`src/rtl/max_scan_if.sv`:
```
// max_scan_if: sample-in / result-out handshake bundle for max_scan_ctrl.
interface max_scan_if #(
    parameter int IDX_W = 3
);
    logic             start;
    logic             abort;
    logic             in_valid;
    logic [3:0]       in_data;
    logic             in_ready;
    logic             out_valid;
    logic             out_ready;
    logic [3:0]       max_value;
    logic [IDX_W-1:0] max_index;
    logic             busy;
    modport master (
        output start, abort, in_valid, in_data, out_ready,
        input  in_ready, out_valid, max_value, max_index, busy
    );
    modport slave (
        input  start, abort, in_valid, in_data, out_ready,
        output in_ready, out_valid, max_value, max_index, busy
    );
endinterface

```
`src/rtl/max_scan_ctrl.sv`:
```
// max_scan_ctrl: scans a frame of COUNT 4-bit samples for the maximum and its first index.
module max_scan_ctrl #(
    parameter int COUNT = 8,
    parameter int IDX_W = 3
) (
    input logic      clk,
    input logic      reset,
    max_scan_if.slave bus
);
    typedef enum logic [1:0] {IDLE, ACCUM, DONE} state_t;
    localparam logic [IDX_W:0] LAST = (IDX_W+1)'(COUNT - 1);
    state_t           r_state;
    logic [IDX_W:0]   r_count;
    logic [3:0]       r_max;
    logic [IDX_W-1:0] r_idx;
    logic             r_in_ready;
    logic             r_out_valid;
    logic             r_busy;
    logic             w_take;
    // strict compare keeps the earliest index on ties; first sample always loads
    assign w_take = (r_count == '0) || (bus.in_data > r_max);
    always_ff @(posedge clk or posedge reset) begin
        if (reset) begin
            r_state     <= IDLE;
            r_count     <= '0;
            r_max       <= '0;
            r_idx       <= '0;
            r_in_ready  <= 1'b0;
            r_out_valid <= 1'b0;
            r_busy      <= 1'b0;
        end else if (bus.abort) begin
            r_state     <= IDLE;
            r_in_ready  <= 1'b0;
            r_out_valid <= 1'b0;
            r_busy      <= 1'b0;
        end else begin
            case (r_state)
                IDLE: if (bus.start) begin
                    r_state    <= ACCUM;
                    r_count    <= '0;
                    r_max      <= '0;
                    r_idx      <= '0;
                    r_in_ready <= 1'b1;
                    r_busy     <= 1'b1;
                end
                ACCUM: if (bus.in_valid) begin
                    r_count <= r_count + 1'b1;
                    if (w_take) begin
                        r_max <= bus.in_data;
                        r_idx <= r_count[IDX_W-1:0];
                    end
                    if (r_count == LAST) begin
                        r_state     <= DONE;
                        r_in_ready  <= 1'b0;
                        r_out_valid <= 1'b1;
                    end
                end
                DONE: if (bus.out_ready) begin
                    r_state     <= IDLE;
                    r_out_valid <= 1'b0;
                    r_busy      <= 1'b0;
                end
                default: r_state <= IDLE;
            endcase
        end
    end
    assign bus.in_ready  = r_in_ready;
    assign bus.out_valid = r_out_valid;
    assign bus.busy      = r_busy;
    assign bus.max_value = r_max;
    assign bus.max_index = r_idx;
endmodule

```
`src/flat_wrapper.sv`:
```
// flat-port wrapper written by rule: the top's interface ports become plain ports
module max_scan_ctrl_flat 
#(
    parameter int COUNT = 8,
    parameter int IDX_W = 3
)
  (clk, reset, bus_start, bus_abort, bus_in_valid, bus_in_data, bus_out_ready, bus_in_ready, bus_out_valid, bus_max_value, bus_max_index, bus_busy);
  max_scan_if #(.IDX_W(IDX_W)) bus_i ();
  input logic clk;
  input logic reset;
  input wire logic [$bits(bus_i.start)-1:0] bus_start;
  input wire logic [$bits(bus_i.abort)-1:0] bus_abort;
  input wire logic [$bits(bus_i.in_valid)-1:0] bus_in_valid;
  input wire logic [$bits(bus_i.in_data)-1:0] bus_in_data;
  input wire logic [$bits(bus_i.out_ready)-1:0] bus_out_ready;
  output wire logic [$bits(bus_i.in_ready)-1:0] bus_in_ready;
  output wire logic [$bits(bus_i.out_valid)-1:0] bus_out_valid;
  output wire logic [$bits(bus_i.max_value)-1:0] bus_max_value;
  output wire logic [$bits(bus_i.max_index)-1:0] bus_max_index;
  output wire logic [$bits(bus_i.busy)-1:0] bus_busy;
  assign bus_i.start = bus_start;
  assign bus_i.abort = bus_abort;
  assign bus_i.in_valid = bus_in_valid;
  assign bus_i.in_data = bus_in_data;
  assign bus_i.out_ready = bus_out_ready;
  assign bus_in_ready = bus_i.in_ready;
  assign bus_out_valid = bus_i.out_valid;
  assign bus_max_value = bus_i.max_value;
  assign bus_max_index = bus_i.max_index;
  assign bus_busy = bus_i.busy;
  max_scan_ctrl #(.COUNT(COUNT), .IDX_W(IDX_W)) u_core (.clk(clk), .reset(reset), .bus(bus_i));
endmodule
```
`config.mk`:
```
export PLATFORM = sky130hd
export DESIGN_NAME = max_scan_ctrl_flat
export DESIGN_NICKNAME = d
export VERILOG_FILES = /design/src/rtl/max_scan_if.sv /design/src/rtl/max_scan_ctrl.sv /design/src/flat_wrapper.sv
export SDC_FILE = /design/constraint.sdc
export NUM_CORES = 1
export LEC_CHECK = 0
export ABC_AREA = 1
export ABC_CLOCK_PERIOD_IN_PS = 1200
export CAP_MARGIN = 0
export CORE_ASPECT_RATIO = 1.5
export CORE_MARGIN = 3
export CORE_UTILIZATION = 45
export DETAILED_ROUTE_END_ITERATION = 10
export GPL_TIMING_DRIVEN = 0
export PLACE_DENSITY = 0.81
export SLEW_MARGIN = 5
export SYNTH_ARGS = -nofsm -noshare
export SYNTH_HDL_FRONTEND = slang
export SYNTH_SLANG_ARGS = --single-unit
```
`constraint.sdc`:
```
create_clock -name clk -period 1.2 [get_ports clk]
set_input_delay 0.3 -clock clk [delete_from_list [all_inputs] [get_ports clk]]
set_output_delay 0.3 -clock clk [all_outputs]
set_load 0.02 [all_outputs]
```
==> impl_metrics.toml <==
[placement]
numPortBuffers = 19
routabilityCongestion = 0.776
place_hpwl_um = 1620

[clocking]
cts_buffer_depth = 2
cts_tree = "yes"
cts_root_buf = "clkbuf_4"
clk_pin_slew_ns = 0.10
cts_buffers = 3
clock_sinks = 16
insertion_delay_ns = 0.30
htree_levels = 1

[pwr]
max-vdd-ir-drop_uv = 900
cellLeakagePower_nw = 0.799
power.density_nw_per_um2 = 1340

[yosys]
synth_compound_gate_area_share = 0.0813
synthCells = 124
muxShareOfSynthArea = 0
synthesis.area_sq_um = 1020
synth_top_family_by_area = "simple AND/OR/NAND/NOR gates"
yosysWarnings = 0
synth.distinct_cells = 20
syn_avg_cell_area_sq_um = 8.19
synth_seq_area_share = 0.394
synth_fp_nets = 140
synth_seq_cells = 16
synth_adder_area_share = 0.0739
synth-simple-area-share = 0.350
synth_xor_area_frac = 0

[flow_run]
drv_cap = 0

[grt]
grt_first_pass_wirelength_um = 4240
grt-ovfl-total = 0
antenna_found_initial = 0
grt_use_total = 0.196
grt_max_degree = 17
grt_pass1_vias = 1013

[routing]
vias_per_cell = 5.31
routedWlPerCell_um = 15.6
drc = 0
ant_nets = 0
dr_wl_met3_um = 151
top_layer_used = "met4"
drt-pass1-iter-count = 4
wl_met2_um = 1760
vias = 988
wl_met1_um = 849
routed_wl_um = 2900
dr.first_iter.drc_count = 29

[floorplanning]
core-area_sq_um = 2080
chipHeight_um = 64.2
row_count = 20
start_util = 0.489
die_x_um = 44.8
die_area_sq_um = 2880
ios = 20

[cells_and_area]
final_nets = 181
syn2layout_area_growth_pct = 53.7
finish.utilization = 0.752
drive_gt1_frac = 0.543
n_antenna_cell = 0

[timing]
post-route-period-util = 1.21
layout_setup_ws_ns = -0.256
slew_headroom = 0.586
layout_min_cycle_time_ns = 1.46
rsz0062_at_grt = "yes"
finalHoldViolations = 0
fmax_mhz = 687
slew_violations = 0
worst_slew_pin_slew_ns = 0.620
hold_slack_ns = 0.376
finClkSkew_ns = 0.00238
final-setup-viol-count = 13

[critical_path]
timing.critical_path.arrival_ns = 1.65
start_kind = "flop"
crit_fanout = 7
critPathTopFamily = "flip-flops"
crit_slowest_cell = "dfrtp_2"
cp.required_ns = 1.39
end_kind = "flop"
crit_buf_inv = 2
max_stage_delay_ns = 0.42
crit_type = "flop to flop"
cp_common_cell = "nand2_2"
path_cells = "inv_2 > ha_4 > a21oi_2 > nand2_2 > nand2_2 > nand2_4 > buf_6 > nand3_2 > nand2_1"

[status]
status = "finished, violations left"
violations = "negative setup slack"

[min_path]
hold_class = "input port to async pin"
registers in the layout, summed over array words and instances, names as in the netlist:
name                  cells
u_core.bus.busy           1
u_core.bus.in_ready       1
u_core.bus.max_index      3
u_core.bus.max_value      4
u_core.bus.out_valid      1
u_core.r_count            4
u_core.r_state            2
path summary, 6_finish.rpt:
path                                         startpoint                      end  slack, ns  depth (start not counted)
worst max register to register  u_core.bus.max_value[3]  u_core.bus.max_index[0]      -0.26                          9
worst min-delay path                              reset        u_core.r_count[2]       0.38                          2
max in group asynchronous                         reset  u_core.bus.max_value[3]       0.39                          2
worst max-delay path            u_core.bus.max_value[3]  u_core.bus.max_index[0]      -0.26                          9
min in group clk                              bus_start        u_core.r_state[0]       0.46                          3
worst min register to register      u_core.bus.in_ready      u_core.bus.in_ready       0.47                          2
area by class of cell:
cell class / count / area (sq um)
Inverter: 22 / 85.1
Timing Repair Buffer: 36 / 310
Fill cell: 154 / 515
Buffer: 1 / 20.0
Sequential cell: 16 / 405
Clock buffer: 4 / 36.3
Multi-Input combinational cell: 85 / 677
Tap cell: 22 / 27.5
per-stage QoR:
| stage | instances | cell area [sq um] | total power [mW] | worst slack, ns | TNS, ns |
|---|---|---|---|---|---|
| after floorplan | 124 | 1030 | 1.16 | -0.220 | -1.53 |
| after global routing | 186 | 1560 | 2.21 | -0.346 | -3.25 |
| final | 186 | 1560 | 2.09 | -0.256 | -1.93 |
| after detailed placement | 165 | 1240 | 1.40 | -0.619 | -7.58 |
| after CTS | 181 | 1450 | 1.91 | -0.228 | -1.94 |
| after global placement | 165 | 1240 | 1.37 | -0.584 | -7.05 |
layer usage:
| metal | global-route usage | up-vias |
|---|---|---|
| met5 | 0 | - |
| met4 | 0.0952 | 0 |
| met3 | 0.0197 | 19 |
| met2 | 0.385 | 38 |
| met1 | 0.185 | 459 |
| li1 | - | 472 |
timing repair:
action / 4_1_cts / 5_1_grt
resized for setup: 65 / 30
endpoints found under the hold margin: 0 / 0
pin swaps: 10 / 17
setup endpoints to repair: 24 / 18
cloned: 1 / 0
setup buffers: 11 / 6
hold buffers: 0 / 0
kinds of logic after synthesis:
family / count (synthesis)
adder cells (fa/ha/maj): 6
AO/OA/AOI/OAI: 12
AND/OR/NAND/NOR: 67
buffers and inverters: 23
flip-flops: 16
synthesized netlist by cell type:
cell type,number,area share
a21oi_1,4,0.020
o21ai_1,2,0.0099
o21ai_0,1,0.0049
buf_12,1,0.020
inv_1,20,0.074
a21oi_2,1,0.0086
nand4_1,2,0.012
dfrtp_1,16,0.39
or2_2,1,0.0062
nand2_4,3,0.033
nand2_1,30,0.11
nor2_1,14,0.052
ha_1,6,0.074
nand3_1,7,0.034
nand3_2,7,0.069
nor2_8,1,0.020
inv_2,2,0.0074
o21ai_2,3,0.026
o31ai_2,1,0.012
nand2_2,2,0.012
report_power, final:
part / leakage [nW] / internal (mW) / total (mW) / switching (mW)
combinational: 0.568 / 0.440 / 1.01 / 0.571
sequential: 0.210 / 0.628 / 0.701 / 0.0727
clock: 0.0210 / 0.185 / 0.375 / 0.190
total: 0.799 / 1.25 / 2.09 / 0.834
layout by cell type, fill, tap and decap left out, types with 2 or more instances in the layout:
cell,netlist,final
nand2_1,30,20
inv_1,20,13
dfrtp_1,16,12
nor2_1,14,11
buf_4,0,11
nand2_2,2,10
nand3_2,7,9
buf_2,0,9
inv_2,2,8
nand2_4,3,5
dlygate4sd2_1,0,5
buf_6,0,5
a21oi_2,1,4
dfrtp_2,0,4
buf_12,1,3
o21ai_2,3,3
nand3_1,7,3
nor2_4,0,3
ha_4,0,3
clkbuf_4,0,3
clkdlybuf4s50_1,0,3
nand4_1,2,2
nand3_4,0,2
o21ai_1,2,2
ha_1,6,2
Power figures use the tool's default switching activity.
